<file path="config.mk">
export PLATFORM = sky130hd
export DESIGN_NAME = picobello_mesh_link_slice
export DESIGN_NICKNAME = d
export VERILOG_FILES = /design/src/rtl/picobello_pkg.sv /design/src/rtl/picobello_link_fifo.sv /design/src/rtl/picobello_mesh_link_slice.sv
export SDC_FILE = /design/constraint.sdc
export NUM_CORES = 1
export LEC_CHECK = 0
export BUFFER_PORTS_ARGS = -buffer_cell sky130_fd_sc_hd__buf_2
export CAP_MARGIN = 20
export CORE_AREA = 2 2 520 522
export CTS_BUF_LIST = sky130_fd_sc_hd__clkbuf_8 sky130_fd_sc_hd__clkbuf_16
export CTS_CLUSTER_DIAMETER = 120
export CTS_CLUSTER_SIZE = 12
export DETAILED_ROUTE_END_ITERATION = 8
export DIE_AREA = 0 0 522 524
export PLACE_DENSITY = 0.37
export SLEW_MARGIN = 20
export SYNTH_ARGS = -nofsm -noshare
export SYNTH_HDL_FRONTEND = slang
export SYNTH_HIERARCHICAL = 1
export SYNTH_SLANG_ARGS = --single-unit
</file>
<file path="constraint.sdc">
create_clock -name clk_i -period 33.9 [get_ports clk_i]
set_input_delay 6.78 -clock clk_i [delete_from_list [all_inputs] [get_ports clk_i]]
set_output_delay 6.78 -clock clk_i [all_outputs]
set_load 0.03 [all_outputs]
</file>
<file path="src/rtl/picobello_pkg.sv">
// picobello_pkg: shared constants and link-slice placement table for the picobello mesh
package picobello_pkg;
    localparam int unsigned LinkSliceDepth = 2;
    localparam int unsigned MeshX          = 4;
    localparam int unsigned MeshY          = 4;
    typedef enum logic [1:0] {North, East, South, West} route_dir_e;
    localparam logic [MeshX*MeshY*4-1:0] LinkSliceEn = '1;
    function automatic logic link_slice_en(input int unsigned x, input int unsigned y, input route_dir_e dir);
        return LinkSliceEn[(x * MeshY + y) * 4 + int'(dir)];
    endfunction
endpackage

</file>
<file path="src/rtl/picobello_link_fifo.sv">
// picobello_link_fifo: elastic FIFO with register-driven outputs and a saturating stall counter
module picobello_link_fifo #(
    parameter int unsigned Width    = 64,
    parameter int unsigned Depth    = 2,
    parameter int unsigned CntWidth = 16
) (
    input  logic                clk_i,
    input  logic                rst_ni,
    input  logic                valid_i,
    output logic                ready_o,
    input  logic [Width-1:0]    data_i,
    output logic                valid_o,
    input  logic                ready_i,
    output logic [Width-1:0]    data_o,
    input  logic                clr_i,
    output logic [CntWidth-1:0] stall_cnt_o
);
    localparam int unsigned PtrWidth = $clog2(Depth + 1);
    localparam int unsigned IdxWidth = Depth > 1 ? $clog2(Depth) : 1;
    localparam logic [PtrWidth-1:0] Last = PtrWidth'(Depth - 1);
    localparam logic [PtrWidth-1:0] Full = PtrWidth'(Depth);

    logic [Width-1:0]    mem_q [Depth];
    logic [PtrWidth-1:0] wr_ptr_q, wr_ptr_d, rd_ptr_q, rd_ptr_d, count_q, count_d;
    logic [CntWidth-1:0] stall_q, stall_d;
    logic                push, pop;

    assign ready_o     = count_q != Full;
    assign valid_o     = count_q != '0;
    assign data_o      = mem_q[IdxWidth'(rd_ptr_q)];
    assign stall_cnt_o = stall_q;
    assign push        = valid_i & ready_o;
    assign pop         = valid_o & ready_i;

    // Next state: wrapping pointers, occupancy, and stall count that saturates and yields to clear
    always_comb begin
        wr_ptr_d = push ? (wr_ptr_q == Last ? '0 : wr_ptr_q + PtrWidth'(1)) : wr_ptr_q;
        rd_ptr_d = pop ? (rd_ptr_q == Last ? '0 : rd_ptr_q + PtrWidth'(1)) : rd_ptr_q;
        count_d  = count_q + PtrWidth'(push) - PtrWidth'(pop);
        stall_d  = clr_i ? '0 : (valid_o & ~ready_i & ~&stall_q) ? stall_q + CntWidth'(1) : stall_q;
    end

    // Payload storage; contents are meaningless until the slot is counted as occupied
    always_ff @(posedge clk_i) begin
        if (push) mem_q[IdxWidth'(wr_ptr_q)] <= data_i;
    end

    // Control registers, all discarded on reset
    always_ff @(posedge clk_i) begin
        if (!rst_ni) begin
            wr_ptr_q <= '0;
            rd_ptr_q <= '0;
            count_q  <= '0;
            stall_q  <= '0;
        end else begin
            wr_ptr_q <= wr_ptr_d;
            rd_ptr_q <= rd_ptr_d;
            count_q  <= count_d;
            stall_q  <= stall_d;
        end
    end
endmodule

</file>
<file path="src/rtl/picobello_mesh_link_slice.sv">
// picobello_mesh_link_slice: registered slice on one directed mesh link, one FIFO per physical channel
module picobello_mesh_link_slice
    import picobello_pkg::*;
#(
    parameter int unsigned ReqWidth  = 64,
    parameter int unsigned RspWidth  = 64,
    parameter int unsigned WideWidth = 512,
    parameter int unsigned Depth     = LinkSliceDepth,
    parameter int unsigned CntWidth  = 16
) (
    input  logic                  clk_i,
    input  logic                  rst_ni,
    input  logic                  req_valid_i,
    output logic                  req_ready_o,
    input  logic [ReqWidth-1:0]   req_data_i,
    output logic                  req_valid_o,
    input  logic                  req_ready_i,
    output logic [ReqWidth-1:0]   req_data_o,
    input  logic                  rsp_valid_i,
    output logic                  rsp_ready_o,
    input  logic [RspWidth-1:0]   rsp_data_i,
    output logic                  rsp_valid_o,
    input  logic                  rsp_ready_i,
    output logic [RspWidth-1:0]   rsp_data_o,
    input  logic                  wide_valid_i,
    output logic                  wide_ready_o,
    input  logic [WideWidth-1:0]  wide_data_i,
    output logic                  wide_valid_o,
    input  logic                  wide_ready_i,
    output logic [WideWidth-1:0]  wide_data_o,
    input  logic                  stall_clr_i,
    output logic [3*CntWidth-1:0] stall_cnt_o
);
    picobello_link_fifo #(.Width(ReqWidth), .Depth(Depth), .CntWidth(CntWidth)) i_req (
        .clk_i       (clk_i),
        .rst_ni      (rst_ni),
        .valid_i     (req_valid_i),
        .ready_o     (req_ready_o),
        .data_i      (req_data_i),
        .valid_o     (req_valid_o),
        .ready_i     (req_ready_i),
        .data_o      (req_data_o),
        .clr_i       (stall_clr_i),
        .stall_cnt_o (stall_cnt_o[CntWidth-1:0])
    );

    picobello_link_fifo #(.Width(RspWidth), .Depth(Depth), .CntWidth(CntWidth)) i_rsp (
        .clk_i       (clk_i),
        .rst_ni      (rst_ni),
        .valid_i     (rsp_valid_i),
        .ready_o     (rsp_ready_o),
        .data_i      (rsp_data_i),
        .valid_o     (rsp_valid_o),
        .ready_i     (rsp_ready_i),
        .data_o      (rsp_data_o),
        .clr_i       (stall_clr_i),
        .stall_cnt_o (stall_cnt_o[2*CntWidth-1:CntWidth])
    );

    picobello_link_fifo #(.Width(WideWidth), .Depth(Depth), .CntWidth(CntWidth)) i_wide (
        .clk_i       (clk_i),
        .rst_ni      (rst_ni),
        .valid_i     (wide_valid_i),
        .ready_o     (wide_ready_o),
        .data_i      (wide_data_i),
        .valid_o     (wide_valid_o),
        .ready_i     (wide_ready_i),
        .data_o      (wide_data_o),
        .clr_i       (stall_clr_i),
        .stall_cnt_o (stall_cnt_o[3*CntWidth-1:2*CntWidth])
    );
endmodule

</file>
==> Implementation_results.wiki <==
{| class="wikitable"
! Metric !! Value
|-
| Slowest library cell on the worst path || sky130_fd_sc_hd__buf_4
|-
| Count of pins on the block boundary || 1,343
|-
| GRT Resource Usage Total || between 10% and 20%
|-
| Netlist cell types || 56
|-
| Skew-Pair Late Insertion Delay || 0.78 ns
|-
| Post-CTS setup buffer count || 0
|-
| Total wire length after detailed routing || 199,000 um
|-
| Area share of xor/xnor cells in the synthesized design || 0.160%
|-
| Via count of the routed design || roughly 29,000
|-
| Clk Tree Root Cell || sky130_fd_sc_hd__clkbuf_16
|-
| Element type at the critical path start || register
|-
| Post-cts resize count || 0
|-
| # port buffers || 1,342
|-
| Main synth FF type || sky130_fd_sc_hd__edfxtp_1
|-
| Congestion Overflow GR || 0
|-
| Leakage power || 22.9 nW
|-
| Tightest Hold Check Type || reg2reg
|-
| Proportion of netlist area held by the largest area contributor || 77.8%
|-
| Sequential share of the synthesized area || between 80 and 90%
|-
| TritonCTS buffer count || 132
|-
| Largest clock skew in the final design || 0.0509 ns
|-
| Complex-gate fraction of the synthesized area || 1.38%
|-
| Main combinational cell family by area after synthesis || multiplexers
|-
| Clock-pin slew on the worst setup and hold paths || 0.06 ns
|-
| Number of nets at the end of the flow || about 4,500
|-
| Reg area || 39,700 um2
|-
| Arrival @ worst endpoint || 4.87 ns
|-
| Power density of the placed cells || 76.2 nW/um2
|-
| Synth Warn # || 6
|-
| DRC Markers || 0
|-
| Post-route design area || 64,400 um2
|-
| Simple-gate area share of the yosys netlist || 2.39%
|-
| Fmax || 85.9 MHz
|-
| Post-CTS Hold Fix Bufs || 0
|-
| Max Cap Viol || 0
|-
| CTS Buffer Depth || 3
|-
| Count of endpoints failing hold in the final timing report || 0
|-
| Die outline height || between 500 and 600 um
|-
| TritonCTS clock tree || built
|-
| First-pass GRT wire length || 258,000 um
|-
| Post-Synthesis Cells || 2,372
|-
| Number of global-route vias before repair || 28,800
|-
| RSZ-0062 raised after global routing || no
|-
| Number of rows created at floorplan || 190
|-
| Ranking of synthesized cells by area || sky130_fd_sc_hd__edfxtp_1, sky130_fd_sc_hd__mux2_2, sky130_fd_sc_hd__dfxtp_1
|-
| Instance area at placement || about 60,000 um2
|-
| Area of the mapped netlist || slightly below 50,000 um2
|-
| Final GP Congestion || 0.875
|-
| Layout fillers || approximately 28,000
|-
| Tcrit/Tclk final || 34.4%
|-
| Run status || completed
|-
| Starting density of the core || 18.5%
|-
| Synthesized Nets || slightly above 3,000
|-
| Cell with the most instances on the worst path || sky130_fd_sc_hd__buf_4
|-
| Critical Path Max Stage Delay || between 0.8 and 0.9 ns
|-
| DRC marker count from the first detailed-route iteration || ~2,100
|-
| Final min period || 11.65 ns
|-
| Mux contribution to synthesized area || 14.7%
|-
| Average via count per standard cell || 3.84
|-
| Core Region || 267,000 um2
|-
| 1st-pass router iterations || 8
|-
| Synth-to-Final Area Change || 30.4%
|-
| Relative max-transition margin || 32.3%
|-
| Adder and majority gate portion of the synthesized area || 0.152%
|-
| Fin. max-slew vios || 0
|-
| Setup violations, final || 0
|-
| Post-route total power || 4.91 mW
|-
| Footprint of the multi-input gates || 9320 um2
|-
| Worst setup path class || reg2out
|-
| Post-detailed-placement half-perimeter wirelength || 154,000 um
|-
| Transition time at the pin with the least slew margin || 1.01 ns
|-
| CTS H-tree lvls || 4
|-
| Post-synth EDFFs || between 1,000 and 1,500
|-
| DR WL/cell || 26.7 um
|-
| Fraction of final layout cells with drive strength greater than 1 || 57.3%
|-
| Most common library cells after synthesis || sky130_fd_sc_hd__edfxtp_1, sky130_fd_sc_hd__mux2_2, sky130_fd_sc_hd__dfxtp_1, sky130_fd_sc_hd__buf_2, sky130_fd_sc_hd__a21oi_1
|-
| Post-Synthesis Mean Instance Area || 20.8 um2
|-
| Maximum number of pins on one net before global-route repair || 114
|-
| Synth Register Bits || 1,343
|-
| Required time of the critical path || between 20 and 30 ns
|-
| Worst-path maximum fanout || ~110
|-
| Post-synthesis async set-or-reset flop share || 0%
|-
| Most frequent cell after synthesis || sky130_fd_sc_hd__edfxtp_1
|-
| Worst path cell trace || buf_4 > buf_12 > buf_4 > mux2_2 > buf_2
|-
| Type of element capturing the critical path || primary output
|-
| Yosys top cell by area || sky130_fd_sc_hd__edfxtp_1
|-
| # clock sinks || 1,343
|-
| Core occupancy in the finished layout || 24.1%
|-
| Total Die Area || between 200,000 and 300,000 um2
|-
| Delay-heaviest family, CP || buffers and inverters
|-
| Maximum vdd ir drop || between 0.04 and 0.05 mV
|-
| Post-route antenna net violation count || 0
|-
| CP Buf/Inv Count || 4
|-
| Die Wd || between 500 and 600 um
|-
| Antenna violations before repair || 167
|-
| Sum of negative setup slack || 0 ns
|}
worst min-delay path, cell delays in order, from the launching register on:
cell,delay [ns]
sky130_fd_sc_hd__dfxtp_1,0.33
sky130_fd_sc_hd__o31ai_1,0.07
sky130_fd_sc_hd__a21oi_1,0.06
worst paths after layout:
check,depth (start not counted),startpoint,endpoint,slack (ns)
max reg2reg,6,i_wide/count_q[0]$_SDFF_PN0_,i_wide/mem_q[1][347]$_DFFE_PP_,29.20
min,2,i_wide/stall_cnt_o[11]$_SDFFE_PP0P_,i_wide/stall_cnt_o[11]$_SDFFE_PP0P_,0.50
max,5,register,wide_data_o[399],22.25
min reg2reg,2,i_wide/stall_cnt_o[11]$_SDFFE_PP0P_,i_wide/stall_cnt_o[11]$_SDFFE_PP0P_,0.50
layer usage:
metal	up-vias	GRT usage, %	part of all wire [%]	wire (um)
met5	-	0	0.23	451
met4	78	4.33	3.5	6940
met3	440	5.54	10	20100
met2	1424	23.9	49	97500
met1	14400	15.7	37	74100
li1	12400	-	-	-
metrics by stage:
stage	hold slack, ns	setup slack [ns]	std cells
2_1_floorplan	0.552	4.46	2372
3_3_place_gp	0.483	22.82	7217
3_5_place_dp	0.493	22.73	7217
4_1_cts	0.502	22.11	7399
5_1_grt	0.553	22.00	7444
6_report	0.505	22.25	7469
logic make-up (layout without fill, tap and decap cells):
family	count (synthesis)	count (layout)
compound gates	97	97
fa+ha+maj	6	6
xor+xnor	9	9
simple gates	186	186
mux	646	646
flops	1343	1343
other cells	0	70
buf+inv	85	1560
cell type report:
cell class                      instances  area share (%)
Sequential cell                      1343            61.6
Multi-Input combinational cell        944            14.5
Timing Repair Buffer                 1373            10.8
Tap cell                             3552            6.90
Clock buffer                          133            5.16
Clock inverter                         49           0.749
Antenna cell                           70           0.272
Inverter                                5          0.0291
where the power goes:
part,internal [mW],switching [mW],total [mW]
logic,0.424,0.973,1.40
registers,2.06,0.0711,2.13
clock network,0.722,0.661,1.38
total,3.20,1.71,4.91
cell usage in the layout (no fill, tap or decap), types with 5 or more instances in the layout:
cell type,n
sky130_fd_sc_hd__or3_1,6
sky130_fd_sc_hd__o21ai_0,15
sky130_fd_sc_hd__mux2_2,640
sky130_fd_sc_hd__and4_1,9
sky130_fd_sc_hd__a21oi_1,33
sky130_fd_sc_hd__nor3_1,7
sky130_fd_sc_hd__nand4_1,15
sky130_fd_sc_hd__dfxtp_1,60
sky130_fd_sc_hd__edfxtp_1,1280
sky130_fd_sc_hd__nand2b_1,6
sky130_fd_sc_hd__nand3_1,17
sky130_fd_sc_hd__or2_2,5
sky130_fd_sc_hd__ha_1,6
sky130_fd_sc_hd__diode_2,70
sky130_fd_sc_hd__buf_2,1342
sky130_fd_sc_hd__nand2_1,24
sky130_fd_sc_hd__inv_1,34
sky130_fd_sc_hd__clkbuf_16,133
sky130_fd_sc_hd__and2_1,15
sky130_fd_sc_hd__buf_4,29
sky130_fd_sc_hd__xnor2_1,9
sky130_fd_sc_hd__o41ai_1,6
sky130_fd_sc_hd__o31ai_1,13
sky130_fd_sc_hd__nor2_1,21
sky130_fd_sc_hd__clkinv_16,6
sky130_fd_sc_hd__or4_1,15
sky130_fd_sc_hd__mux2i_1,6
sequential cells by signal, summed over array words and instances (netlist names), 2 cells and up, named ones only:
signal,count
i_rsp/count_q,2
i_req/count_q,2
i_req/mem_q,128
i_wide/count_q,2
i_req/stall_cnt_o,16
i_wide/stall_cnt_o,16
i_wide/mem_q,1024
i_rsp/mem_q,128
i_rsp/stall_cnt_o,16
Power figures use the tool's default switching activity.
